[config.mk]
export PLATFORM = sky130hd
export DESIGN_NAME = ntt_cmd_sequencer
export DESIGN_NICKNAME = d
export VERILOG_FILES = /design/src/rtl/ntt_cmd_sequencer_pkg.sv /design/src/rtl/ntt_cmd_sequencer.sv
export SDC_FILE = /design/constraint.sdc
export NUM_CORES = 1
export LEC_CHECK = 0
export ABC_AREA = 1
export CAP_MARGIN = 5
export CORE_MARGIN = 3
export CORE_UTILIZATION = 55
export CTS_CLUSTER_SIZE = 16
export DETAILED_ROUTE_END_ITERATION = 6
export GPL_TIMING_DRIVEN = 0
export PLACE_DENSITY = 0.85
export SYNTH_ARGS = -nofsm -noshare
export SYNTH_HDL_FRONTEND = slang
export SYNTH_SLANG_ARGS = --single-unit
[constraint.sdc]
create_clock -name clk -period 4.3 [get_ports clk]
set_input_delay 0.645 -clock clk [delete_from_list [all_inputs] [get_ports clk]]
set_output_delay 0.645 -clock clk [all_outputs]
set_load 0.005 [all_outputs]
[src/rtl/ntt_cmd_sequencer_pkg.sv]
// Shared opcodes, payload modes and FSM encoding for the NTT command sequencer.
package ntt_cmd_sequencer_pkg;

    // Core opcodes pulsed on OP_CODE for one cycle at the start of a command.
    localparam logic [4:0] OP_LD_PAR  = 5'b00001;
    localparam logic [4:0] OP_LD_W    = 5'b00010;
    localparam logic [4:0] OP_LD_DATA = 5'b00011;
    localparam logic [4:0] OP_NTT     = 5'b00100;
    localparam logic [4:0] OP_INTT    = 5'b00111;
    localparam logic [4:0] OP_RD      = 5'b01000;
    localparam logic [4:0] OP_LD_WINV = 5'b01010;
    localparam logic [4:0] OP_PWM     = 5'b01100;

    // Payload phase behaviour selected by cmd_mode.
    localparam logic [1:0] MODE_STREAM    = 2'd0;
    localparam logic [1:0] MODE_HOLD      = 2'd1;
    localparam logic [1:0] MODE_WAIT      = 2'd2;
    localparam logic [1:0] MODE_WAIT_DONE = 2'd3;

    typedef enum logic [2:0] {
        ST_IDLE      = 3'd0,
        ST_ISSUE     = 3'd1,
        ST_STREAM    = 3'd2,
        ST_HOLD      = 3'd3,
        ST_WAIT      = 3'd4,
        ST_WAIT_DONE = 3'd5,
        ST_TRAIL     = 3'd6
    } seq_state_t;

    // State entered after ISSUE. A zero length skips the payload phase,
    // except WAIT_DONE, whose length is meaningless.
    function automatic seq_state_t payload_state(input logic [1:0] mode,
                                                 input logic       len_zero);
        seq_state_t st;
        st = ST_TRAIL;
        if (mode == MODE_WAIT_DONE) begin
            st = ST_WAIT_DONE;
        end else if (!len_zero) begin
            case (mode)
                MODE_STREAM: st = ST_STREAM;
                MODE_HOLD:   st = ST_HOLD;
                default:     st = ST_WAIT;
            endcase
        end
        return st;
    endfunction

endpackage

[src/rtl/ntt_cmd_sequencer.sv]
// Command-driven sequencer feeding OP_CODE/din_valid/din0 of the NTT1024 core.
// Each command: one-cycle opcode pulse, a payload phase, one idle trailer cycle.
module ntt_cmd_sequencer
    import ntt_cmd_sequencer_pkg::*;
#(
    parameter int DATA_W  = 32,
    parameter int OP_W    = 5,
    parameter int LEN_W   = 12,
    parameter int TIMEOUT = 16384
) (
    input  logic              clk,
    input  logic              reset,
    input  logic              cmd_valid,
    output logic              cmd_ready,
    input  logic [OP_W-1:0]   cmd_op,
    input  logic [1:0]        cmd_mode,
    input  logic [LEN_W-1:0]  cmd_len,
    input  logic              src_valid,
    output logic              src_ready,
    input  logic [DATA_W-1:0] src_data,
    input  logic              core_done,
    output logic [OP_W-1:0]   OP_CODE,
    output logic              din_valid,
    output logic [DATA_W-1:0] din0,
    output logic              busy,
    output logic              cmd_done,
    output logic              err
);

    // Timeout counter counts WAIT_DONE cycles 0..TIMEOUT-1.
    localparam int TMO_W = (TIMEOUT > 1) ? $clog2(TIMEOUT) : 1;
    localparam logic [TMO_W-1:0] TMO_LAST = TMO_W'(TIMEOUT - 1);

    seq_state_t        state_reg,     state_next;
    logic [1:0]        mode_reg,      mode_next;
    logic [LEN_W-1:0]  len_reg,       len_next;
    logic [LEN_W-1:0]  cnt_reg,       cnt_next;
    logic [TMO_W-1:0]  tmo_reg,       tmo_next;
    logic [OP_W-1:0]   op_code_reg,   op_code_next;
    logic              din_valid_reg, din_valid_next;
    logic [DATA_W-1:0] din0_reg,      din0_next;
    logic              cmd_done_reg,  cmd_done_next;
    logic              err_reg,       err_next;

    logic [LEN_W-1:0]  cnt_inc;
    logic              word_take;

    // Handshake signals depend on state only, so they are stable all cycle.
    assign cmd_ready = (state_reg == ST_IDLE);
    assign busy      = (state_reg != ST_IDLE);
    assign src_ready = (state_reg == ST_STREAM) && (cnt_reg != len_reg);
    assign word_take = src_ready && src_valid;
    assign cnt_inc   = cnt_reg + LEN_W'(1);

    // Core-facing outputs come straight from registers.
    assign OP_CODE   = op_code_reg;
    assign din_valid = din_valid_reg;
    assign din0      = din0_reg;
    assign cmd_done  = cmd_done_reg;
    assign err       = err_reg;

    // Next-state and next-output logic; outputs are aligned with the state they belong to.
    always_comb begin
        state_next     = state_reg;
        mode_next      = mode_reg;
        len_next       = len_reg;
        cnt_next       = cnt_reg;
        tmo_next       = tmo_reg;
        op_code_next   = '0;
        din_valid_next = 1'b0;
        din0_next      = din0_reg;
        err_next       = err_reg;

        case (state_reg)
            ST_IDLE: begin
                if (cmd_valid) begin
                    mode_next    = cmd_mode;
                    len_next     = cmd_len;
                    op_code_next = cmd_op;
                    cnt_next     = '0;
                    tmo_next     = '0;
                    state_next   = ST_ISSUE;
                end
            end
            ST_ISSUE: begin
                state_next = payload_state(mode_reg, len_reg == '0);
            end
            ST_STREAM: begin
                // A word accepted now is presented to the core next cycle, so the
                // state lingers one cycle after the last accept to show it.
                if (word_take) begin
                    din_valid_next = 1'b1;
                    din0_next      = src_data;
                    cnt_next       = cnt_inc;
                end else if (cnt_reg == len_reg) begin
                    state_next = ST_TRAIL;
                end
            end
            ST_HOLD, ST_WAIT: begin
                cnt_next = cnt_inc;
                if (cnt_inc == len_reg) begin
                    state_next = ST_TRAIL;
                end
            end
            ST_WAIT_DONE: begin
                if (core_done) begin
                    state_next = ST_TRAIL;
                end else if (tmo_reg == TMO_LAST) begin
                    err_next   = 1'b1;
                    state_next = ST_TRAIL;
                end else begin
                    tmo_next = tmo_reg + TMO_W'(1);
                end
            end
            ST_TRAIL: begin
                state_next = ST_IDLE;
            end
            default: begin
                state_next = ST_IDLE;
            end
        endcase

        // HOLD drives din_valid for every cycle spent in it; TRAIL carries cmd_done.
        if (state_next == ST_HOLD) begin
            din_valid_next = 1'b1;
        end
        cmd_done_next = (state_next == ST_TRAIL);
    end

    // State and output registers; reset aborts any command in flight immediately.
    always_ff @(posedge clk or posedge reset) begin
        if (reset) begin
            state_reg     <= ST_IDLE;
            mode_reg      <= MODE_STREAM;
            len_reg       <= '0;
            cnt_reg       <= '0;
            tmo_reg       <= '0;
            op_code_reg   <= '0;
            din_valid_reg <= 1'b0;
            din0_reg      <= '0;
            cmd_done_reg  <= 1'b0;
            err_reg       <= 1'b0;
        end else begin
            state_reg     <= state_next;
            mode_reg      <= mode_next;
            len_reg       <= len_next;
            cnt_reg       <= cnt_next;
            tmo_reg       <= tmo_next;
            op_code_reg   <= op_code_next;
            din_valid_reg <= din_valid_next;
            din0_reg      <= din0_next;
            cmd_done_reg  <= cmd_done_next;
            err_reg       <= err_next;
        end
    end

endmodule

==> impl_metrics.xml <==
<?xml version="1.0" encoding="UTF-8"?>
<metrics>
  <group name="status">
    <metric name="status" unit="">finished clean</metric>
  </group>
  <group name="clock_network">
    <metric name="cts.sinks" unit="">83</metric>
    <metric name="post_cts_hold_buffer_count" unit="">0</metric>
    <metric name="clk_latency" unit="ps">350</metric>
    <metric name="cts_tree" unit="">yes</metric>
    <metric name="cts-htree-levels" unit="">3</metric>
    <metric name="post-cts-setup-buffers" unit="">0</metric>
    <metric name="clk_pin_slew" unit="ps">80</metric>
    <metric name="ctsLongestPathBuffers" unit="">2</metric>
    <metric name="cts_resized" unit="">0</metric>
    <metric name="cts_inserted_buffers" unit="">9</metric>
    <metric name="clk_root_buffer_cell" unit="">sky130_fd_sc_hd__clkbuf_8</metric>
  </group>
  <group name="sta">
    <metric name="final.period_utilization" unit="%">64.58</metric>
    <metric name="finalHoldViolCount" unit="">0</metric>
    <metric name="final.setup.tns" unit="ps">0</metric>
    <metric name="clock_skew_after_layout" unit="ps">10.30</metric>
    <metric name="setup-violations-final" unit="">0</metric>
    <metric name="actual_transition_at_the_worst_max_transition_pin" unit="ps">549.2</metric>
    <metric name="timing.slew.headroom" unit="%">63.39</metric>
    <metric name="grt_setup_unrepaired" unit="">false</metric>
    <metric name="drv_slew" unit="">0</metric>
    <metric name="timing.fmax" unit="MHz">360.1</metric>
    <metric name="final.min_clock_period" unit="ps">2777</metric>
  </group>
  <group name="final_layout">
    <metric name="final_design_area_no_fill" unit="sq um">5695</metric>
    <metric name="area_delta_synth_final" unit="%">30.24</metric>
    <metric name="largest_register_ffs" unit="">32</metric>
    <metric name="multi_input_area" unit="sq um">1859</metric>
    <metric name="antenna_cells_inserted" unit="">0</metric>
    <metric name="layout.filler_cells" unit="">528</metric>
    <metric name="proportion_of_layout_cells_with_a_drive_suffix_above_1" unit="%">8.576</metric>
    <metric name="final-seq-area" unit="sq um">2077</metric>
    <metric name="layout.nets" unit="">741</metric>
  </group>
  <group name="drt">
    <metric name="wl_met3" unit="um">627</metric>
    <metric name="vias" unit="">4000</metric>
    <metric name="topRoutingLayerUsed" unit="">met4</metric>
    <metric name="ant_nets" unit="">0</metric>
    <metric name="drt_first_pass_iters" unit="">5</metric>
    <metric name="m1WireLength" unit="um">4323</metric>
    <metric name="viasPerCell" unit="">5.083</metric>
    <metric name="drt_first_iter_violations" unit="">217</metric>
    <metric name="wl_per_cell" unit="um">13.93</metric>
    <metric name="route.final.wire_length" unit="um">10960</metric>
    <metric name="drc_errors" unit="">0</metric>
    <metric name="dr_wl_met2" unit="um">5693</metric>
  </group>
  <group name="critical_path">
    <metric name="cp_data_required_time" unit="ps">3650</metric>
    <metric name="worstPathMaxFanout" unit="">6</metric>
    <metric name="worst_ep_arrival_time" unit="ps">2130</metric>
    <metric name="end_kind" unit="">primary output</metric>
    <metric name="startpoint_of_the_worst_register_to_register_path" unit="">tmo_reg[0]</metric>
    <metric name="ff2ff_setup_slack" unit="ps">2210</metric>
    <metric name="timing.setup.critical_path_class" unit="">reg2out</metric>
    <metric name="start_kind" unit="">flip-flop</metric>
    <metric name="crit_path_start" unit="">cnt_reg[9]</metric>
  </group>
  <group name="worst_hold_path">
    <metric name="worst_hold_startpoint" unit="">err</metric>
    <metric name="hold_path_class" unit="">reg2reg</metric>
  </group>
  <group name="die">
    <metric name="floorplan.initialDensity" unit="%">58.42</metric>
    <metric name="die_span_in_y" unit="um">95.17</metric>
    <metric name="design.core.area" unit="sq um">7486</metric>
    <metric name="total_die_area" unit="sq um">9056</metric>
    <metric name="ioPinCount" unit="">99</metric>
    <metric name="die_x" unit="um">95.17</metric>
    <metric name="placementRows" unit="">31</metric>
  </group>
  <group name="placement">
    <metric name="dpl_cell_area" unit="sq um">5508</metric>
    <metric name="place.detailed.hpwl" unit="um">8355</metric>
    <metric name="io_buffers" unit="">98</metric>
    <metric name="routabilityCongestion" unit="">0.9421</metric>
  </group>
  <group name="global_routing">
    <metric name="antenna_violations_before_repair" unit="">0</metric>
    <metric name="wire_length_of_the_first_global_routing_pass" unit="um">18430</metric>
    <metric name="grt_use_total" unit="%">26.30</metric>
    <metric name="grt_pass1_vias" unit="">3993</metric>
    <metric name="grt_start_max_net_pins" unit="">49</metric>
    <metric name="globalRoute.totalOverflow" unit="">0</metric>
  </group>
  <group name="logic_synthesis">
    <metric name="synth_area_leaders" unit="">sky130_fd_sc_hd__dfrtp_1 47%, sky130_fd_sc_hd__nand2_1 16%, sky130_fd_sc_hd__inv_1 6.7%</metric>
    <metric name="synth.top_cell.area_share" unit="%">47.50</metric>
    <metric name="postSynthRegisterBits" unit="">83</metric>
    <metric name="netlist_area" unit="sq um">4373</metric>
    <metric name="yosysUniqueCellTypes" unit="">33</metric>
    <metric name="post-synth-top-area-cell" unit="">sky130_fd_sc_hd__dfrtp_1</metric>
    <metric name="post_synth_inst_count" unit="">573</metric>
    <metric name="yosys_warnings" unit="">0</metric>
    <metric name="postSynthNetCount" unit="">631</metric>
    <metric name="ys_seq_area_share" unit="%">47.50</metric>
    <metric name="avgSynthCellArea" unit="sq um">7.632</metric>
  </group>
  <group name="power">
    <metric name="worst_ir_drop_vdd" unit="V">0.0002020</metric>
    <metric name="p_per_area" unit="nW/um^2">242.5</metric>
    <metric name="static-leakage-power" unit="nW">2.902</metric>
  </group>
  <group name="run">
    <metric name="max_cap_violations" unit="">0</metric>
  </group>
</metrics>
## report_power, final
| group | internal (mW) | switching (mW) |
|---|---|---|
| registers | 0.780 | 0 |
| logic | 0.0485 | 0.0279 |
| clock network | 0.242 | 0.283 |
| total | 1.07 | 0.311 |
## per-stage QoR
stage	hold WS [ps]	setup slack, ps	instances	utilization (%)	total power, mW
after floorplan	466.3	1518	573	-	0.8135
final	481.4	1523	787	76.08	1.381
after detailed placement	458.5	1889	771	73.58	0.8731
after global routing	510.5	1359	787	76.08	1.436
after global placement	458.1	212.8	770	73.17	0.8684
after CTS	483.2	1486	787	76.08	1.396
## worst max-delay path, cell delays in order (launching register included)
cell,delay [ps]
sky130_fd_sc_hd__dfrtp_1,360
sky130_fd_sc_hd__buf_2,160
sky130_fd_sc_hd__xnor2_1,210
sky130_fd_sc_hd__nand2_1,110
sky130_fd_sc_hd__nor3_2,140
sky130_fd_sc_hd__nand4_1,200
sky130_fd_sc_hd__nand2_1,110
sky130_fd_sc_hd__inv_1,40
sky130_fd_sc_hd__clkdlybuf4s50_1,460
## final cells by class
type,count,share of cell area (%)
Sequential cell,83,36.47
Multi-Input combinational cell,388,32.64
Timing Repair Buffer,99,17.71
Inverter,84,5.580
Clock buffer,11,2.658
Tap cell,99,2.175
Buffer,18,2.131
Clock inverter,5,0.6371
## final timing paths
check                             end  cells after the start
setup / recovery            src_ready                      8
hold / removal                    err                      1
setup reg to reg           tmo_reg[6]                     10
hold reg to reg                   err                      1
max in group asynchronous  OP_CODE[0]                      3
min in group asynchronous    din0[18]                      2
## kinds of logic (layout without fill, tap and decap cells)
kind of cell / Yosys count / after routing / share of synthesized area (%)
adder cells (fa/ha/maj): 2 / 2 / 0.5722
XOR/XNOR: 20 / 20 / 4.006
buffers and inverters: 102 / 217 / 9.985
flip-flops: 83 / 83 / 47.50
AO/OA/AOI/OAI: 71 / 71 / 8.441
AND/OR/NAND/NOR: 295 / 295 / 29.50
## cells in the mapped netlist
library cell,instances
sky130_fd_sc_hd__nand2_1,184
sky130_fd_sc_hd__dfrtp_1,83
sky130_fd_sc_hd__inv_1,78
sky130_fd_sc_hd__nand3_1,34
sky130_fd_sc_hd__nor2_1,32
sky130_fd_sc_hd__o21ai_1,32
sky130_fd_sc_hd__o21ai_0,21
sky130_fd_sc_hd__xor2_1,14
sky130_fd_sc_hd__a21oi_1,12
sky130_fd_sc_hd__nor3_1,10
sky130_fd_sc_hd__nand4_1,8
sky130_fd_sc_hd__nand2_2,7
sky130_fd_sc_hd__buf_2,6
sky130_fd_sc_hd__inv_2,6
sky130_fd_sc_hd__xnor2_1,6
sky130_fd_sc_hd__buf_6,5
sky130_fd_sc_hd__nand3b_1,5
sky130_fd_sc_hd__nor2_2,5
sky130_fd_sc_hd__nand3_2,4
sky130_fd_sc_hd__clkbuf_1,3
sky130_fd_sc_hd__buf_4,2
sky130_fd_sc_hd__ha_1,2
sky130_fd_sc_hd__nor2_4,2
sky130_fd_sc_hd__nor3_2,2
sky130_fd_sc_hd__o21a_1,2
sky130_fd_sc_hd__a31o_2,1
sky130_fd_sc_hd__a31oi_1,1
sky130_fd_sc_hd__and3_1,1
sky130_fd_sc_hd__buf_1,1
sky130_fd_sc_hd__clkbuf_2,1
sky130_fd_sc_hd__nor3b_1,1
sky130_fd_sc_hd__o21bai_1,1
sky130_fd_sc_hd__o22ai_1,1
## routing by layer
metal  track usage, %  up-vias
li1                 -     2013
met1            30.49     1860
met2            45.89      103
met3            7.182       24
met4            10.58        0
met5                0        -
## layout by cell type, fill, tap and decap left out, drive strengths merged, types with 2 or more instances in the layout
cell	synthesis	routed
clkbuf	4	15
nand4	8	8
buf	14	15
clkdlybuf4s50	0	98
inv	84	85
o21a	2	2
nor3	12	12
nand3b	5	5
clkinvlp	0	3
nand3	38	38
o21ai	53	53
ha	2	2
dfrtp	83	83
nand2	191	191
xnor2	6	6
nor2	39	39
xor2	14	14
a21oi	12	12
Power figures use the tool's default switching activity.
